==> src/rtl/cpu_ctrl_pkg.sv <==
// Shared constants for the CPU pipeline control unit: opcodes, forwarding selects,
// hazard FSM encoding and the forwarding priority helper.
package cpu_ctrl_pkg;

  localparam logic [5:0] OP_LOAD   = 6'd10;
  localparam logic [5:0] OP_STORE  = 6'd11;
  localparam logic [5:0] OP_BRANCH = 6'd12;
  localparam logic [5:0] OP_MUL    = 6'd13;

  localparam logic [1:0] FWD_RF  = 2'd0;
  localparam logic [1:0] FWD_MEM = 2'd1;
  localparam logic [1:0] FWD_WB  = 2'd2;

  localparam logic [1:0] ST_RUN        = 2'd0;
  localparam logic [1:0] ST_LOAD_STALL = 2'd1;
  localparam logic [1:0] ST_MUL_WAIT   = 2'd2;

  // The younger producer (EX) wins; late_load routes a stalled load's data through the MEM path.
  function automatic logic [1:0] fwd_pick(input logic ex_hit, input logic mem_hit,
                                          input logic late_load);
    if (ex_hit)
      return FWD_MEM;
    else if (mem_hit)
      return late_load ? FWD_MEM : FWD_WB;
    else
      return FWD_RF;
  endfunction

endpackage

==> src/rtl/hazard_tracker_stage.sv <==
// One pipeline tracker entry {valid, rd, we, is_load, is_mul} with clear/load/hold control.
// Clear has priority over load; neither asserted holds the entry.
module hazard_tracker_stage #(
  parameter int REG_ADDR_W = 5
) (
  input  logic                  clock,
  input  logic                  reset,
  input  logic                  load,
  input  logic                  clear,
  input  logic                  src_valid,
  input  logic [REG_ADDR_W-1:0] src_rd,
  input  logic                  src_we,
  input  logic                  src_is_load,
  input  logic                  src_is_mul,
  output logic                  valid,
  output logic [REG_ADDR_W-1:0] rd,
  output logic                  we,
  output logic                  is_load,
  output logic                  is_mul
);

  always_ff @(posedge clock or posedge reset) begin
    if (reset) begin
      valid   <= 1'b0;
      rd      <= '0;
      we      <= 1'b0;
      is_load <= 1'b0;
      is_mul  <= 1'b0;
    end else if (clear) begin
      valid   <= 1'b0;
      rd      <= '0;
      we      <= 1'b0;
      is_load <= 1'b0;
      is_mul  <= 1'b0;
    end else if (load) begin
      valid   <= src_valid;
      rd      <= src_rd;
      we      <= src_we;
      is_load <= src_is_load;
      is_mul  <= src_is_mul;
    end
  end

endmodule

==> src/rtl/pipeline_hazard_ctrl.sv <==
// Hazard/forwarding control beside the decode->execute register.
// Define HAZ_PERF_CNT_EN to add the stall_cycles / flush_count performance counters.
module pipeline_hazard_ctrl
  import cpu_ctrl_pkg::*;
#(
  parameter int MUL_CYCLES = 3,
  parameter int REG_ADDR_W = 5
) (
  input  logic                  clock,
  input  logic                  reset,
  input  logic                  id_valid,
  input  logic [5:0]            id_opcode,
  input  logic [REG_ADDR_W-1:0] id_rs1,
  input  logic [REG_ADDR_W-1:0] id_rs2,
  input  logic [REG_ADDR_W-1:0] id_rd,
  input  logic                  id_register_we,
  input  logic                  branch_taken,
  output logic                  stall_fetch,
  output logic                  stall_id,
  output logic                  bubble_ex,
  output logic                  flush_id,
  output logic [1:0]            fwd_rs1_sel,
  output logic [1:0]            fwd_rs2_sel
`ifdef HAZ_PERF_CNT_EN
  ,
  output logic [31:0]           stall_cycles,
  output logic [31:0]           flush_count
`endif
);

  localparam int CNT_W = (MUL_CYCLES > 2) ? $clog2(MUL_CYCLES) : 1;

  logic [1:0]            state, state_next;
  logic [CNT_W-1:0]      mul_cnt, mul_cnt_next;

  logic                  ex_valid, ex_we, ex_is_load, ex_is_mul;
  logic [REG_ADDR_W-1:0] ex_rd;
  logic                  mem_valid, mem_we, mem_is_load, mem_is_mul;
  logic [REG_ADDR_W-1:0] mem_rd;
  logic                  unused_mem_is_mul;

  logic ex_rs1_hit, ex_rs2_hit, mem_rs1_hit, mem_rs2_hit;
  logic id_is_load, id_is_mul, load_use;
  logic advance, issue, late_load;

  assign id_is_load = (id_opcode == OP_LOAD);
  assign id_is_mul  = (id_opcode == OP_MUL);
  assign unused_mem_is_mul = mem_is_mul;

  assign ex_rs1_hit  = ex_valid  && ex_we  && (ex_rd  != '0) && (ex_rd  == id_rs1);
  assign ex_rs2_hit  = ex_valid  && ex_we  && (ex_rd  != '0) && (ex_rd  == id_rs2);
  assign mem_rs1_hit = mem_valid && mem_we && (mem_rd != '0) && (mem_rd == id_rs1);
  assign mem_rs2_hit = mem_valid && mem_we && (mem_rd != '0) && (mem_rd == id_rs2);

  assign load_use = id_valid && ex_is_load && (ex_rs1_hit || ex_rs2_hit);

  // A taken branch outranks the load-use stall because the dependent instruction is discarded.
  always_comb begin
    stall_fetch  = 1'b0;
    stall_id     = 1'b0;
    bubble_ex    = 1'b0;
    flush_id     = 1'b0;
    state_next   = state;
    mul_cnt_next = mul_cnt;
    if (state == ST_MUL_WAIT) begin
      stall_fetch  = 1'b1;
      stall_id     = 1'b1;
      mul_cnt_next = mul_cnt - CNT_W'(1);
      if (mul_cnt <= CNT_W'(1))
        state_next = ST_RUN;
    end else if (branch_taken && !reset) begin
      flush_id   = 1'b1;
      bubble_ex  = 1'b1;
      state_next = ST_RUN;
    end else if (load_use) begin
      stall_fetch = 1'b1;
      stall_id    = 1'b1;
      bubble_ex   = 1'b1;
      state_next  = ST_LOAD_STALL;
    end else if (id_valid && id_is_mul) begin
      state_next   = ST_MUL_WAIT;
      mul_cnt_next = CNT_W'(MUL_CYCLES - 1);
    end else begin
      state_next = ST_RUN;
    end
  end

  assign advance   = (state != ST_MUL_WAIT);
  assign issue     = advance && !bubble_ex;
  assign late_load = (state == ST_LOAD_STALL) && mem_is_load;

  always_ff @(posedge clock or posedge reset) begin
    if (reset) begin
      state   <= ST_RUN;
      mul_cnt <= '0;
    end else begin
      state   <= state_next;
      mul_cnt <= mul_cnt_next;
    end
  end

  // Selects are captured only when the decode instruction actually moves into EX.
  always_ff @(posedge clock or posedge reset) begin
    if (reset) begin
      fwd_rs1_sel <= FWD_RF;
      fwd_rs2_sel <= FWD_RF;
    end else if (issue) begin
      fwd_rs1_sel <= fwd_pick(id_valid && ex_rs1_hit, id_valid && mem_rs1_hit, late_load);
      fwd_rs2_sel <= fwd_pick(id_valid && ex_rs2_hit, id_valid && mem_rs2_hit, late_load);
    end
  end

  hazard_tracker_stage #(.REG_ADDR_W(REG_ADDR_W)) u_ex_tracker (
    .clock       (clock),
    .reset       (reset),
    .load        (issue && id_valid),
    .clear       (advance && !(issue && id_valid)),
    .src_valid   (id_valid),
    .src_rd      (id_rd),
    .src_we      (id_register_we),
    .src_is_load (id_is_load),
    .src_is_mul  (id_is_mul),
    .valid       (ex_valid),
    .rd          (ex_rd),
    .we          (ex_we),
    .is_load     (ex_is_load),
    .is_mul      (ex_is_mul)
  );

  hazard_tracker_stage #(.REG_ADDR_W(REG_ADDR_W)) u_mem_tracker (
    .clock       (clock),
    .reset       (reset),
    .load        (advance),
    .clear       (1'b0),
    .src_valid   (ex_valid),
    .src_rd      (ex_rd),
    .src_we      (ex_we),
    .src_is_load (ex_is_load),
    .src_is_mul  (ex_is_mul),
    .valid       (mem_valid),
    .rd          (mem_rd),
    .we          (mem_we),
    .is_load     (mem_is_load),
    .is_mul      (mem_is_mul)
  );

  // EX holds the multiply for the whole wait, so no branch can resolve there.
  assert property (@(posedge clock) disable iff (reset)
                   (state == ST_MUL_WAIT) |-> (!branch_taken && ex_is_mul));

`ifdef HAZ_PERF_CNT_EN
  always_ff @(posedge clock or posedge reset) begin
    if (reset) begin
      stall_cycles <= '0;
      flush_count  <= '0;
    end else begin
      if (stall_id && (stall_cycles != 32'hFFFF_FFFF))
        stall_cycles <= stall_cycles + 32'd1;
      if (flush_id && (flush_count != 32'hFFFF_FFFF))
        flush_count <= flush_count + 32'd1;
    end
  end
`endif

endmodule

==> config.mk <==
export PLATFORM = sky130hd
export DESIGN_NAME = pipeline_hazard_ctrl
export DESIGN_NICKNAME = d
export VERILOG_FILES = /design/src/rtl/cpu_ctrl_pkg.sv /design/src/rtl/hazard_tracker_stage.sv /design/src/rtl/pipeline_hazard_ctrl.sv
export SDC_FILE = /design/constraint.sdc
export NUM_CORES = 1
export LEC_CHECK = 0
export ABC_AREA = 1
export CAP_MARGIN = 10
export CORE_MARGIN = 10
export CORE_UTILIZATION = 45
export DETAILED_ROUTE_END_ITERATION = 7
export PLACE_DENSITY = 0.83
export SETUP_SLACK_MARGIN = 0.1
export SLEW_MARGIN = 20
export SYNTH_ARGS = -nofsm -noshare
export SYNTH_HDL_FRONTEND = slang
export SYNTH_HIERARCHICAL = 1
export SYNTH_SLANG_ARGS = --single-unit
==> constraint.sdc <==
create_clock -name clock -period 2.55 [get_ports clock]
set_input_delay 0.6375 -clock clock [delete_from_list [all_inputs] [get_ports clock]]
set_output_delay 0.6375 -clock clock [all_outputs]
set_load 0.005 [all_outputs]
==> results.md, run 1 <==
- The flow ran to the end, and the final reports show no timing, DRC or antenna violations.
- The startpoint of the lowest-slack hold path is mul_cnt[1]$_DFFE_PP0P_.
- The number of levels in the clock H-tree is 1.
- The total length of routed wires is 4.305 mm.
- The number of slew-limit violations in the final report came to 0.
- For this run, global-route usage on met2 was measured as 0.2396.
- Clock latency on the worst-skew pair, taken at its later pin, is 260 ps.
- In the final layout, the share of cells above drive strength 1 is 0.2315.
- The worst register-to-register path has a depth of 13.
- The die covers 6534 um^2.
- The launching point of the worst reg2reg path is u_ex_tracker/rd[0]$_DFFE_PP0P_.
- The overall via count from detail_route is 1705.
- The count of endpoints failing hold in the final timing report was 0.
- The wire length of the first global-routing pass is 7.058 mm.
- The depth of the worst hold-timing path is 2.
- Adding up every negative setup slack in the final design gives 0 ps.
- The largest fanout of any net on the critical path is 3.
- The die boundary width is 80.84 um.
- The layer flagged by global routing as most heavily used is met2.
- The number of placement rows is 22.
- The slew at the pin with the worst max-slew slack is 548.2 ps.
- In this run the register-to-register setup slack is 390 ps.
- For this design the static power due to leakage is 1.276 nW.
- The met3 track demand over resource in global routing is 0.02318.
- The number of diodes added for antenna fixing is 0.
- The largest delay contributor family on the critical path is simple AND/OR/NAND/NOR gates.
- The path class of the tightest hold or removal check is reg -> reg.
- The count of non-filler cells in the finished layout is 346.
- The critical path capture point type is a primary output.
- Of the available clock period, the critical path in the final layout requires 0.9614.
- Across every metal layer, demand over resource in global routing totals 0.1327.
- Detailed placement finished with a half-perimeter wire length of 3.159 mm.
- The net count of the finished layout is 326.
- The worst setup path is launched from an input port.
- The arrival time at the worst endpoint is 1810 ps.
- The number of standard cells after synthesis is 233.
- The number of antenna violations at the first check in global routing was 0.
- In this run, CTS created clock tree buffers numbering 3.
- TritonCTS built the clock tree.
- The number of buffer and inverter instances along the worst setup path is 3.
- The mapped netlist covers 1665 um^2.
- The end of the worst register-to-register path is u_ex_tracker/is_load$_DFFE_PP0P_.
- The buffer cell driving the clock tree root is sky130_fd_sc_hd__clkbuf_8.
- The filler cells instantiated in the layout total 319.
- The Yosys step of the flow raised 6 warnings.
- The total power is 1.242 mW.
- The first detailed-routing pass took 4 iterations.
- The number of buffers added to fix hold violations after cts is 0.
- Summed over all layers, the global routing overflow is 0.
- The largest voltage drop on the vdd net is 0.0003236 V.
- Relative to the synthesized area, the layout overhead comes to 39.44%.
- After clock tree synthesis, the clock-pin slew on the worst setup and hold paths is 80 ps.
- At the end of routability-driven placement, the weighted congestion stood at 0.8572.
- The power density over cell area is 535.0 nW/um^2.
- The mean number of vias per cell is 4.928.
- Static timing analysis puts the maximum clock frequency at 0.4079 GHz.
- Setup repair after global routing could not meet its margin everywhere.
- The largest clock skew in the final design is 2.115 ps.
- The setup path with the least slack is of type in -> out.
- Clock tree synthesis found a total of 24 sinks.
- The delay of the slowest critical-path stage is 240 ps.
- The number of port buffers is 33.
- The remaining antenna violation count is 0.
- The deepest clock path buffer count is 2.
- The worst hold path endpoint is mul_cnt[1]$_DFFE_PP0P_.
- The average instance in the mapped netlist occupies 7.147 um^2.
- The data required time at the worst endpoint is 1910 ps.
- In the routed design, unresolved DRC markers number 0.
- Measured on the finished design, the core utilization comes to 0.6440.
- Including well taps, the total number of placed cells is 333.
- Setup violations remaining at the end of the flow were counted as 0.
- The floorplan step set the die height to 80.84 um.
- The critical path goes through dlygate4sd2_1 > inv_1 > nand2_1 > nand2_2 > nor2_2 > nand3_2 > nand2_4 > nand3_4 > nand2_2 > clkdlybuf4s15_1.
- The post-layout minimum cycle time is 2452 ps.
- The routed length per instance is 12.44 um.
- The number of max-capacitance violations reported is 0.
- The floorplan core area is 3606 um^2.
- The relative slew slack is 0.6341.
- The effective utilization at floorplan is 0.4618.
- Among all stages on the critical path, the largest delay is contributed by sky130_fd_sc_hd__dlygate4sd2_1.
- Entering global routing, the biggest net connects 20 pins.
- For this block, the initial DRC count from the detailed router was 129.
- Counting stages on the worst path, the most repeated cell is sky130_fd_sc_hd__nand2_2.
- The global routing met1 resource utilization is 0.1469.
- The number of global-route vias before repair is 1632.
- The number of ports placed on the die boundary is 34.
[what timing repair did]
item                                   CTS  global route
cloned                                   0             0
setup endpoints to repair               12            11
setup buffers                            7             2
resized for setup                       27            10
pin swaps                                8             8
endpoints found under the hold margin    0             0
[layout by cell type (no fill, tap or decap), drive strengths merged]
| master | count |
|---|---|
| o21ai | 1 |
| conb | 2 |
| nand3 | 28 |
| xnor2 | 10 |
| nand2 | 85 |
| clkdlybuf4s50 | 19 |
| nor3 | 2 |
| a21oi | 2 |
| xor2 | 4 |
| or2 | 3 |
| ha | 1 |
| clkbuf | 6 |
| dfrtp | 24 |
| buf | 33 |
| nor3b | 1 |
| clkinv | 2 |
| a31oi | 1 |
| nor2 | 28 |
| clkdlybuf4s15 | 2 |
| inv | 26 |
| nand3b | 1 |
| dlygate4sd2 | 8 |
| nand4 | 9 |
[worst max-delay path by stage]
stage | startpoint | to | slack [ps] | cells past startpoint
after floorplan | id_rs1[4] | stall_id | 490 | 8
after global placement | id_rs1[4] | bubble_ex | -430 | 9
after detailed placement | id_rs1[3] | stall_id | -500 | 10
after CTS | id_rs2[0] | stall_id | 50 | 9
after global routing | id_rs2[0] | stall_id | 0.6 | 9
final | id_rs1[3] | stall_id | 100 | 10
[metal layers]
metal / vias up / part of all wire
li1: 860 / -
met1: 793 / 0.43
met2: 44 / 0.50
met3: 8 / 0.046
met4: 0 / 0.022
met5: - / 0
[area by class of cell]
| cell class | instances | area (um^2) | share of cell area |
|---|---|---|---|
| Timing Repair Buffer | 64 | 533.0 | 0.2295 |
| Clock buffer | 4 | 55.05 | 0.02371 |
| Sequential cell | 24 | 600.6 | 0.2586 |
| Inverter | 28 | 107.6 | 0.04634 |
| Tap cell | 48 | 60.06 | 0.02586 |
| Multi-Input combinational cell | 178 | 965.9 | 0.4159 |
[worst reg2reg max path, delay by kind of cell (launching register included)]
| kind | cells | cell delay [ps] |
|---|---|---|
| buffers and inverters | 2 | 250 |
| flip-flops | 1 | 500 |
| AND/OR/NAND/NOR | 11 | 1320 |
[where the power goes]
part / switching [mW] / total [mW] / internal (mW)
Combinational: 0.273 / 0.503 / 0.230
Sequential: 0.0551 / 0.484 / 0.429
Clock: 0.117 / 0.255 / 0.138
[flip-flops by register name, summed over array words and instances, names as in the netlist]
name and cells:
fwd_rs1_sel 2, fwd_rs2_sel 2, mul_cnt 2, state 2, u_ex_tracker/is_load 1, u_ex_tracker/rd 5
u_ex_tracker/valid 1, u_ex_tracker/we 1, u_mem_tracker/is_load 1, u_mem_tracker/rd 5, u_mem_tracker/valid 1, u_mem_tracker/we 1
[through the flow]
stage	hold WS, ps	setup WS, ps	instance area (um^2)
floorplan	441.7	487.3	1669
global placement	454.4	-431.4	2187
detailed placement	467.3	-497.8	2187
CTS	488.0	48.82	2302
global route	505.3	0.5524	2322
finish	487.3	98.47	2322
Power figures use the tool's default switching activity.
==> run 2, diff against run 1 <==
- CORE_MARGIN: 10 -> 3
- CTS_CLUSTER_DIAMETER: default -> 80
- MAX_ROUTING_LAYER: default -> met4
==> results.md, run 2 (synthesis results as in run 1) <==
- The flow ran to the end, and the final reports show no timing, DRC or antenna violations.
- The largest voltage drop on the vdd net came to 0.0003708 V (+15%).
- The slew at the pin with the worst max-slew slack is 525.4 ps (-22.78 ps).
- The number of max-capacitance violations reported is 0 (unchanged).
- The largest clock skew in the final design is 4.299 ps (+2.184 ps).
- In this run the worst hold path is classified as reg -> reg.
- The root buffer cell chosen for the clock tree is sky130_fd_sc_hd__clkbuf_8.
- The startpoint of the lowest-slack hold path is u_mem_tracker/valid$_DFFE_PP0P_.
- The wire length of the first global-routing pass is 6.299 mm (-11%).
- The number of port buffers is 33 (unchanged).
- The cell leakage power is 1.246 nW (-2.4%).
- The number of global-route vias before repair is 1519 (-6.9%).
- From synthesis to final layout, the design area changed by 37.87%.
- In the layout the commonest cells are 81 x sky130_fd_sc_hd__nand2_1, 24 x sky130_fd_sc_hd__nand3_1, 23 x sky130_fd_sc_hd__buf_4.
- The number of placement rows is 21 (-4.5%).
- The total length of routed wires is 3.968 mm (-7.8%).
- The maximum number of pins on one net before global-route repair is 20 (unchanged).
- The number of ports placed on the die boundary is 34 (unchanged).
- The worst hold path endpoint is u_mem_tracker/valid$_DFFE_PP0P_.
- The routed length per instance came to 11.77 um (-5.4%).
- The clock-pin slew on the worst setup and hold paths is 80 ps (about the same).
- The number of slew-limit violations in the final report is 0 (unchanged).
- The largest fanout of any net on the critical path is 2 (-1).
- The weighted congestion at the end of routability-driven global placement is 0.8718 (+1.7%).
- TritonCTS built the clock tree.
- The minimum setup slack after placement is -486.3 ps (+11.50 ps).
- The number of buffers added to fix hold violations after cts is 0 (unchanged).
- The number of levels in the clock H-tree was 1 (unchanged).
- The category of the worst setup path launch point is an input port.
- The reg-to-reg setup timing slack is 340 ps (-50 ps).
- The number of buffers created by CTS came to 3 (unchanged).
- The chip height is 66.84 um (-17%).
- The worst setup path is of the in -> out kind.
- The portion of the clock cycle consumed by the worst path in the final layout came to 0.9366 (-0.02475).
- In this run the critical register-to-register path is launched from u_ex_tracker/rd[4]$_DFFE_PP0P_.
- The detailed-placement wirelength estimate was 3.001 mm (-5.0%).
- The number of clock sinks seen by CTS is 24 (unchanged).
- The power density over cell area was 568.2 nW/um^2 (+6.2%).
- The most frequent standard cell in the layout excluding fill and tap cells is sky130_fd_sc_hd__nand2_1.
- The met3 layer wire length in the routed design is 138 um (-30%).
- The overall via count from detail_route is 1668 (-2.2%).
- The count of endpoints failing hold in the final timing report came to 0 (unchanged).
- Setup repair after global routing could not meet its margin everywhere.
- The worst register-to-register path ends at u_ex_tracker/rd[1]$_DFFE_PP0P_.
- The floorplan core area is 3442 um^2 (-4.5%).
- The mean number of vias per cell is 4.950 (+0.44%).
- The effective utilization at floorplan is 0.4838 (+0.02199).
- The core utilization of the finished layout is 0.6670 (+0.02303).
- The total power is 1.305 mW (+5.0%).
- The layout cell share with drive strength beyond 1 is 0.2646 (+0.03306).
- The number of DRC violations after detailed routing is 0 (unchanged).
- The die boundary width came to 66.84 um (-17%).
- The number of antenna violations at the first check in global routing was 0 (unchanged).
- The number of diodes added for antenna fixing was 0 (unchanged).
- The largest registers in the layout are u_ex_tracker/rd x5, u_mem_tracker/rd x5.
- The first-pass iteration count of the detailed router is 4 (unchanged).
- The top routing layer in use is met4.
- The source-to-sink clock delay at the later pin of the worst-skew pair is 260 ps (about the same).
- The post-layout minimum cycle time is 2388 ps (-63.12 ps).
- The sum of negative setup slack is 0 ps (unchanged).
- The overall track demand over capacity in global routing came to 0.1834 (+0.05066).
- The deepest clock path buffer count is 2 (unchanged).
- The timing-limited maximum frequency was 0.4187 GHz (+2.6%).
- The critical path capture point type is a primary output.
- The number of DRC markers in iteration 0 is 77 (-40%).
- The data required time at the worst endpoint is 1910 ps (about the same).
- The total global routing overflow is 0 (unchanged).
- The relative slew slack was 0.6493 (+0.01520).
- The met1 wire length is 1.758 mm (-5.6%).
- The arrival time at the worst endpoint came to 1750 ps (-60 ps).
- The net count of the finished layout is 319 (-2.1%).
- The final worst slack is 161.6 ps (+63.12 ps).
- The length in cells of the worst reg-to-reg path is 14 (+1).
- The met2 routed wirelength is 2.031 mm (-5.6%).
- The remaining antenna violation count was 0 (unchanged).
- The final count of negative-setup-slack endpoints is 0 (unchanged).
- The die footprint is 4467 um^2 (-32%).
- The depth of the worst hold-timing path is 2 (unchanged).
run 2: cell types whose count changed in the layout (fill, tap and decap cells not counted), moves of 2 or more:
cell                              before  now
sky130_fd_sc_hd__inv_1                24   22
sky130_fd_sc_hd__dfrtp_1              24   20
sky130_fd_sc_hd__inv_2                 2    4
sky130_fd_sc_hd__xor2_2                0    3
sky130_fd_sc_hd__xor2_1                4    1
sky130_fd_sc_hd__buf_4                31   23
sky130_fd_sc_hd__nand2_1              79   81
sky130_fd_sc_hd__nand2_2               4    2
sky130_fd_sc_hd__clkdlybuf4s15_2       0    2
sky130_fd_sc_hd__dfrtp_2               0    4
sky130_fd_sc_hd__dlygate4sd2_1         8    2
sky130_fd_sc_hd__clkbuf_2              2    8
run 2: worst max-delay path by stage:
stage                          from   endpoint  slack [ps]  cells after the start
after floorplan           id_rs1[4]   stall_id         490                      8
after global placement    id_rs1[4]  bubble_ex        -450                      9
after detailed placement  id_rs1[4]  bubble_ex        -490                      9
after CTS                 id_rs2[0]  bubble_ex          10                     10
after global routing      id_rs2[3]  bubble_ex          50                      9
final                     id_rs2[3]  bubble_ex         160                      9
run 2: layout make-up:
cell class	instances	area, um^2
Multi-Input combinational cell	178	980.9
Fill cell	293	1146
Clock inverter	1	30.03
Timing Repair Buffer	57	471.7
Clock buffer	3	41.29
Tap cell	46	57.56
Sequential cell	24	605.6
Inverter	28	108.9
run 2: worst max-delay path, stage by stage:
cell and delay, ps:
sky130_fd_sc_hd__clkdlybuf4s15_1 210, sky130_fd_sc_hd__xor2_2 160, sky130_fd_sc_hd__nor2_2 140, sky130_fd_sc_hd__nand3_2 130, sky130_fd_sc_hd__nand2_4 90, sky130_fd_sc_hd__buf_6 100, sky130_fd_sc_hd__nand2_4 40, sky130_fd_sc_hd__a21oi_2 110
sky130_fd_sc_hd__buf_2 120
run 2: stage by stage:
step / hold WS (ps) / std cells / instance area [um^2]
6_report: 482.2 / 337 / 2296
3_5_place_dp: 459.7 / 327 / 2155
4_1_cts: 480.7 / 333 / 2238
3_3_place_gp: 453.5 / 327 / 2155
2_1_floorplan: 441.7 / 234 / 1669
5_1_grt: 516.2 / 337 / 2296
run 2: repair_timing:
| action | in CTS | in global routing |
|---|---|---|
| setup buffers | 2 | 4 |
| gates resized for setup | 26 | 33 |
| pin swaps | 7 | 12 |
| endpoints found under the setup margin | 12 | 3 |
run 2: where the power goes:
part	internal, mW	leakage (nW)	switching (mW)
Sequential	0.431	0.321	0.0599
Combinational	0.216	0.889	0.265
Clock	0.210	0.0357	0.123
run 2: routing by layer:
metal,up-vias,global-route usage
li1,839,-
met1,780,0.2268
met2,45,0.3218
met3,4,0.01012
met4,0,0.05584
met5,-,-
==> run 3, diff against run 2 <==
- HOLD_SLACK_MARGIN: default -> 0.05
==> results of run 3 <==
No change in the layout: final DEF, timing and power equal those of run 2.
